**config.mk**
```make
export PLATFORM = sky130hd
export DESIGN_NAME = dmem_access_ctrl
export DESIGN_NICKNAME = d
export VERILOG_FILES = /design/src/rtl/dmem_pkg.sv /design/src/rtl/dmem_wait_timer.sv /design/src/rtl/dmem_access_ctrl.sv
export SDC_FILE = /design/constraint.sdc
export NUM_CORES = 1
export LEC_CHECK = 0
export BUFFER_PORTS_ARGS = -buffer_cell sky130_fd_sc_hd__buf_2
export CELL_PAD_IN_SITES_DETAIL_PLACEMENT = 0
export CELL_PAD_IN_SITES_GLOBAL_PLACEMENT = 1
export CORE_MARGIN = 2
export CORE_UTILIZATION = 39
export CTS_CLUSTER_DIAMETER = 50
export DETAILED_ROUTE_END_ITERATION = 12
export GPL_ROUTABILITY_DRIVEN = 0
export PLACE_DENSITY = 0.91
export SYNTH_ARGS = -nofsm -noshare
export SYNTH_HDL_FRONTEND = slang
export SYNTH_SLANG_ARGS = --single-unit
```
**constraint.sdc**
```tcl
create_clock -name i_clk -period 4.56 [get_ports i_clk]
set_input_delay 0 -clock i_clk [delete_from_list [all_inputs] [get_ports i_clk]]
set_output_delay 0 -clock i_clk [all_outputs]
set_load 0.01 [all_outputs]
```
**src/rtl/dmem_pkg.sv**
```systemverilog
// Shared definitions for the MEM-stage data-memory access sequencer.
//   state_e       : sequencer states
//   MEMWRITE_BIT  : index of MemWrite inside the MEM-stage control field
//   MEMREAD_BIT   : index of MemRead inside the MEM-stage control field
//   access_is_bad : flags an access that must complete with an error and no bus cycle
package dmem_pkg;

  typedef enum logic [1:0] {
    IDLE = 2'd0,
    BUSY = 2'd1,
    DONE = 2'd2
  } state_e;

  localparam int unsigned MEMWRITE_BIT = 0;
  localparam int unsigned MEMREAD_BIT  = 1;

  // Read and write together is not a real instruction; it is treated like a
  // misaligned access so the pipeline still sees a clean error completion.
  function automatic logic access_is_bad(input logic [1:0] mem_m, input logic [1:0] addr_lo);
    return (mem_m[MEMWRITE_BIT] && mem_m[MEMREAD_BIT]) || (addr_lo != 2'b00);
  endfunction

endpackage

```
**src/rtl/dmem_wait_timer.sv**
```systemverilog
// Wait-cycle counter for a bus access.
//   i_clk   : rising-edge clock
//   i_reset : asynchronous active-high reset
//   i_load  : clear the count (start of a new access)
//   i_en    : count one wait cycle
//   o_term  : count has reached TIMEOUT-1
// The count saturates at TIMEOUT-1 instead of wrapping.
module dmem_wait_timer #(
  parameter int unsigned TIMEOUT = 16
) (
  input  logic i_clk,
  input  logic i_reset,
  input  logic i_load,
  input  logic i_en,
  output logic o_term
);

  localparam int unsigned CntW = $clog2(TIMEOUT);

  logic [CntW-1:0] r_cnt;

  assign o_term = (r_cnt == CntW'(TIMEOUT - 1));

  always_ff @(posedge i_clk or posedge i_reset) begin
    if (i_reset) begin
      r_cnt <= '0;
    end else if (i_load) begin
      r_cnt <= '0;
    end else if (i_en && !o_term) begin
      r_cnt <= r_cnt + 1'b1;
    end
  end

endmodule

```
**src/rtl/dmem_access_ctrl.sv**
```systemverilog
// MEM-stage data-memory access sequencer. Issues one req/ready bus cycle per
// pending load/store, stalls the pipeline until it completes, and returns
// registered load data with a done pulse (plus err on misalign/illegal/timeout).
//   i_clk, i_reset          : clock, asynchronous active-high reset
//   i_mem_m                 : MEM-stage control {MemRead, MemWrite}
//   i_mem_addr, i_mem_wdata : MEM-stage byte address and store data
//   o_stall                 : freeze upstream pipeline registers
//   o_done, o_err           : completion pulse, error qualifier
//   o_load_data             : registered read data, valid with o_done
//   o_bus_*                 : registered memory request, write enable, address, data
//   i_bus_ready, i_bus_rdata: memory completion and read data (used only in BUSY)
module dmem_access_ctrl
  import dmem_pkg::*;
#(
  parameter int unsigned ADDR_W  = 32,
  parameter int unsigned DATA_W  = 32,
  parameter int unsigned TIMEOUT = 16
) (
  input  logic              i_clk,
  input  logic              i_reset,
  input  logic [1:0]        i_mem_m,
  input  logic [ADDR_W-1:0] i_mem_addr,
  input  logic [DATA_W-1:0] i_mem_wdata,
  output logic              o_stall,
  output logic              o_done,
  output logic [DATA_W-1:0] o_load_data,
  output logic              o_err,
  output logic              o_bus_req,
  output logic              o_bus_we,
  output logic [ADDR_W-1:0] o_bus_addr,
  output logic [DATA_W-1:0] o_bus_wdata,
  input  logic              i_bus_ready,
  input  logic [DATA_W-1:0] i_bus_rdata
);

  state_e            r_state;
  state_e            w_state_d;
  logic              r_err;
  logic              r_bus_req;
  logic              r_bus_we;
  logic [ADDR_W-1:0] r_bus_addr;
  logic [DATA_W-1:0] r_bus_wdata;
  logic [DATA_W-1:0] r_load_data;

  logic w_pending;
  logic w_bad;
  logic w_start;
  logic w_fin_ok;
  logic w_fin_err;
  logic w_term;

  assign w_pending = (i_mem_m != 2'b00);
  assign w_bad     = access_is_bad(i_mem_m, i_mem_addr[1:0]);

  dmem_wait_timer #(
    .TIMEOUT (TIMEOUT)
  ) u_wait_timer (
    .i_clk   (i_clk),
    .i_reset (i_reset),
    .i_load  (w_start),
    .i_en    (r_state == BUSY),
    .o_term  (w_term)
  );

  always_comb begin
    w_state_d = r_state;
    w_start   = 1'b0;
    w_fin_ok  = 1'b0;
    w_fin_err = 1'b0;
    unique case (r_state)
      IDLE: begin
        if (w_pending) begin
          if (w_bad) begin
            w_state_d = DONE;
            w_fin_err = 1'b1;
          end else begin
            w_state_d = BUSY;
            w_start   = 1'b1;
          end
        end
      end
      BUSY: begin
        if (i_bus_ready) begin
          w_state_d = DONE;
          w_fin_ok  = 1'b1;
        end else if (w_term) begin
          w_state_d = DONE;
          w_fin_err = 1'b1;
        end
      end
      DONE: begin
        w_state_d = IDLE;
      end
      default: begin
        w_state_d = IDLE;
      end
    endcase
    // Low in DONE so the pipeline advances exactly at the edge that ends DONE.
    o_stall = ((r_state == IDLE) && w_pending) || (r_state == BUSY);
  end

  always_ff @(posedge i_clk or posedge i_reset) begin
    if (i_reset) begin
      r_state     <= IDLE;
      r_err       <= 1'b0;
      r_bus_req   <= 1'b0;
      r_bus_we    <= 1'b0;
      r_bus_addr  <= '0;
      r_bus_wdata <= '0;
      r_load_data <= '0;
    end else begin
      r_state <= w_state_d;
      // Set only on entry to DONE, so it clears on the way out.
      r_err   <= w_fin_err;
      if (w_start) begin
        r_bus_req   <= 1'b1;
        r_bus_we    <= i_mem_m[MEMWRITE_BIT];
        r_bus_addr  <= i_mem_addr;
        r_bus_wdata <= i_mem_wdata;
      end else if (w_fin_ok || w_fin_err) begin
        r_bus_req <= 1'b0;
      end
      if (w_fin_ok && !r_bus_we) begin
        r_load_data <= i_bus_rdata;
      end else if (w_fin_err) begin
        r_load_data <= '0;
      end
    end
  end

  assign o_done      = (r_state == DONE);
  assign o_err       = o_done && r_err;
  assign o_load_data = r_load_data;
  assign o_bus_req   = r_bus_req;
  assign o_bus_we    = r_bus_we;
  assign o_bus_addr  = r_bus_addr;
  assign o_bus_wdata = r_bus_wdata;

endmodule
```
## Word-level counts from Yosys, hierarchy flattened

Cells that the tools add are included.

- Bits in registers: 105
- Input port bits: 101
- Output and inout port bits: 101

- Reduce and logical (&&, ||, !) cells: 17
- Add/sub/neg operators: 1
- Mux-type cells: 21
- Eq/ne operators: 5

Operators with widths:

| operator | number |
|---|---|
| $mux W32 | 2 |
| $mux W1 | 11 |
| $reduce_bool A2 Y1 | 5 |
| $mux W2 | 4 |
| $mux W4 | 2 |
| $logic_and A1 B1 Y1 | 5 |
| $add A4 B1 Y4 const B | 1 |
| $eq A4 B4 Y1 const B | 1 |
| $pmux W2 S2 | 1 |
| $logic_or A1 B1 Y1 | 3 |
| $ne A3 B3 Y1 const B | 1 |
| $eq A2 B1 Y1 const B | 1 |
| $eq A2 B2 Y1 const B | 1 |
| $logic_not A1 Y1 | 2 |
| $logic_not A2 Y1 | 1 |
| $ne A2 B2 Y1 const B | 1 |
| $pmux W1 S2 | 1 |
| $reduce_and A2 Y1 | 1 |

## Depth between registers and ports, before layout

- Word-level depth: 8
- Mapped depth: 6
- Gate-level depth less buffers: 4

## Cells and area by module

Synthesis repeated with hierarchy kept, for this count alone.

- Cells, all modules: 265
- Area, all modules: 4182.8 µm²

By module, submodules not included:

| module | instances | cells each | area an instance (µm²) | seq. area each (µm²) |
|---|---|---|---|---|
| dmem_access_ctrl | 1 | 244 | 3950.0 | 2527.4 |
| dmem_wait_timer | 1 | 21 | 232.7 | 100.1 |

## Worst setup path after synthesis

Ideal clock, no wire load.

- Kind: register to register
- Start: register r_state[1]
- End: register r_bus_wdata[0] (netlist: o_bus_wdata[0])
- Setup slack: 2.720 ns
- Buffers on the path: 3
- Library setup time: 0.127 ns
- Data arrival time: 1.713 ns
- Stages on the path, launching flop included: 7
- Period minus slack after synthesis: 1.840 ns
- Path through: dfrtp_1 buf_6 or4_4 nor2_4 buf_8 buf_8 mux2_1

- Longest elaborated chain between the ends: 2

RTL lines:

| element | RTL line | text |
|---|---|---|
| start, declared | dmem_access_ctrl.sv:36 | `state_e r_state;` |
| start signal, assigned | dmem_access_ctrl.sv:112 | `r_state <= w_state_d;` |
| $logic_not A2 Y1 | dmem_access_ctrl.sv:70 | `unique case (r_state)` |
| $mux W1 | dmem_access_ctrl.sv:70 |  |
| end signal, assigned | dmem_access_ctrl.sv:119 | `r_bus_wdata <= i_mem_wdata;` |
| end, declared | dmem_access_ctrl.sv:42 | `logic [DATA_W-1:0] r_bus_wdata;` |

No other way between the ends.
A chain may end at the register's enable or synchronous reset.

## Worst setup path in the final report

- Start: register r_state[1]
- End: register r_bus_addr[29] (netlist: o_bus_addr[29])

- Longest elaborated chain between the ends: 2

RTL lines:

| element | RTL line | text |
|---|---|---|
| $logic_not A2 Y1 | dmem_access_ctrl.sv:70 |  |
| $mux W1 | dmem_access_ctrl.sv:70 |  |
| end signal, assigned | dmem_access_ctrl.sv:118 | `r_bus_addr <= i_mem_addr;` |
| end, declared | dmem_access_ctrl.sv:41 | `logic [ADDR_W-1:0] r_bus_addr;` |

No other way between the ends.

==> reports/qor.csv <==
stage;metric;value;unit
routing;Routed Antenna Nets;0;
routing;wire per inst;16.66;um
clock_network;clock buffer count from CTS;9;
synth;Synth top area share;0.5907;
clock_network;# resized after CTS;0;
sta;Fmax;392.8;MHz
routing;number of DRC markers in iteration 0;228;
clock_network;CTS HTree Levels;3;
floorplan;Starting Density;0.4050;
routing;Via Count;3738;
sta;Max-Slew Margin vs Limit;0.2972;
grt;vias in the first global route;3964;
synth;FF+latch count, synth;105;
synth;Synth cell types;38;
placed_design;HPWL Detailed;7785;um
pwr;Power Total;3.144;mW
setup_path;WP data arrival;2770;ps
clock_network;root buf cell;clkbuf_16;
clock_network;clock sinks;105;
setup_path;Required @ worst endpoint;4780;ps
sta;Final Hold Vio Count;0;
grt;largest net degree at the start of global routing;66;
pwr;VDD IR max;0.3969;mV
setup_path;startpoint types;flop;
clock_network;clk buf depth;2;
setup_path;crit-path max FO;65;
routing;first-pass iteration count of the detailed router;4;
clock_network;CTS Hold Buffers Added;98;
hold_path;hold depth;4;
sta;Pins Over Slew Limit;0;
clock_network;post-CTS setup buffer count;0;
setup_path;r2r endpoint;o_bus_addr[29];
pwr;static leakage;3.336;nW
routing;Avg Vias per Cell;4.874;
floorplan;Die Span X;110.8;um
clock_network;CTS tree;done;
grt;GRT Total Usage;0.2091;
grt;global-route wire length before repair;20530;um
hold_path;critical hold path startpoint;i_mem_addr[1];
hold_path;Min-Delay Path Class;in2reg;
synth;Synth Area per Inst;13.44;sq um
sta;worst-margin pin slew;1054;ps
synth;Post-Synthesis Cells;331;
routing;drt total wl;12780;um
layout;nets@finish;726;
sta;final worst setup slack;2014;ps
layout;Area Growth Syn to Fin;52.35;%
sta;Fin Clk Skew;6.145;ps
setup_path;RR Startpoint;r_state[1];
sta;minimum clock period;2546;ps
pwr;pwr dens;463.9;mW/mm^2
synth;Mapped Nets;433;
setup_path;R2R depth;4;
grt;initial antenna violation count;0;
setup_path;Critical Path End Type;flop;
synth;synth top area cells;dfrtp_1 (59%), mux2_4 (14%), o31ai_1 (5.7%);
job;total of max-cap violations;0;
setup_path;Crit Path Category;reg2reg;
placed_design;pre-CTS setup slack;2041;ps
floorplan;Core ar.;0.01098;sq mm
floorplan;# IOs;202;
sta;RSZ-0062 raised after global routing;false;
sta;final setup fails;0;
layout;fill cell count;843;
setup_path;R2R setup slack;2010;ps
floorplan;die height;110.8;um
sta;Tcrit/Tclk final;0.5584;
placed_design;I/O Buffers;201;
grt;grt ovf;0;
hold_path;worst hold path endpoint;o_bus_req;
outcome;run status;complete, no violations;
layout;n_diodes;0;
routing;residual DRC count;0;
synth;Yosys top cell by area;dfrtp_1;
layout;share of layout cells above drive strength 1;0.4226;
clock_network;Clock Pin Slew Worst Setup and Hold Paths;70;ps
synth;post-synthesis sequential area ratio;0.5907;
synth;warnings from Yosys;0;
sta;TNS Setup;0;ps
floorplan;Die ar.;0.01228;sq mm
synth;mapped cell area;0.004448;sq mm
floorplan;Rows;38;
clock_network;clock latency on the worst-skew pair;340;ps
## per-stage QoR
step | cells | util | area, sq um | hold slack, ps
global route | 767 | 0.6170 | 6777 | 144.2
finish | 767 | 0.6170 | 6777 | 102.5
CTS | 767 | 0.6170 | 6777 | 96.46
detailed placement | 655 | 0.5025 | 5519 | 72.66
global placement | 655 | 0.5025 | 5519 | 61.95
floorplan | 331 | - | 4448 | 92.45
## final cells by class
type / instances / area, sq um / area share
inverters: 1 / 6.256 / 0.0009232
flip-flops and latches: 105 / 2628 / 0.3877
clock inverters: 3 / 43.79 / 0.006462
well taps: 140 / 175.2 / 0.02585
repair buffers: 305 / 2032 / 0.2999
clock buffers: 11 / 232.7 / 0.03434
multi-input cells: 202 / 1659 / 0.2448
## worst max path at each step
stage               start        endpoint  cells past startpoint
2_1_floorplan     i_reset   o_bus_addr[0]                      1
3_3_place_gp   r_state[1]  o_bus_addr[28]                      4
3_5_place_dp   r_state[1]  o_bus_addr[29]                      4
4_1_cts        r_state[1]  o_bus_addr[29]                      4
5_1_grt        r_state[1]  o_bus_addr[29]                      4
6_report       r_state[1]  o_bus_addr[29]                      4
## cells in the mapped netlist (all sizes together)
| library cell | count |
|---|---|
| or3 | 1 |
| buf | 9 |
| clkbuf | 14 |
| nand4bb | 1 |
| and2 | 3 |
| mux2 | 62 |
| nor2 | 2 |
| nor4bb | 1 |
| nor4 | 1 |
| nand2 | 64 |
| ha | 1 |
| mux2i | 1 |
| a41oi | 1 |
| nor3 | 3 |
| o21ai | 8 |
| a31oi | 1 |
| xnor2 | 1 |
| nand2b | 2 |
| a21oi | 3 |
| and3 | 1 |
| a211oi | 2 |
| nor2b | 2 |
| inv | 1 |
| a211o | 1 |
| o31ai | 34 |
| dfrtp | 105 |
| or2 | 1 |
| or4 | 1 |
| nand3 | 4 |
## sequential cells by signal, indices dropped and copies added (netlist names)
name                cells
o_bus_addr             32
o_bus_wdata            32
o_load_data            32
u_wait_timer.r_cnt      4
r_state                 2
o_bus_req               1
o_bus_we                1
r_err                   1
## worst max-delay path, cell delays in order, from the launching register on
cell and delay, ps:
dfrtp_1 500, or4_4 560, nor2_4 110, buf_4 770
mux2_1 400
## kinds of logic after synthesis
family,after synthesis,synth area share
flip-flops,105,0.5907
AND/OR/NAND/NOR,87,0.08917
multiplexers,63,0.1930
AO/OA/AOI/OAI,50,0.07961
buffers and inverters,24,0.04276
XOR/XNOR,1,0.001969
adder cells (fa/ha/maj),1,0.002812
## per-layer routing
layer | wire [um] | track usage
met1 | 5092 | 0.2398
met2 | 6684 | 0.3759
met3 | 797 | 0.06834
met4 | 200 | 0.05333
met5 | 0 | 0
## cell usage in the layout (no fill, tap or decap), types with 2 or more instances in the layout
master         synthesis  layout
nand2b_1               2       2
o21ai_1                2       2
and2_1                 3       3
o21ai_0                6       6
nand3_1                4       4
dfrtp_1              105     105
clkbuf_1              14       2
dlygate4sd3_1          0      98
mux2_4                40      40
a21oi_1                3       3
nor3_1                 2       2
buf_4                  1       6
buf_2                  1     201
mux2_1                22      22
o31ai_1               34      34
nor2b_1                2       2
nand2_1               64      64
clkbuf_16              0       9
## report_power, final
group	switching, mW	internal (mW)	leakage, nW
combinational	0.445	0.567	1.87
clock	0.321	0.420	0.135
sequential	0.177	1.21	1.33
Power figures use the tool's default switching activity.
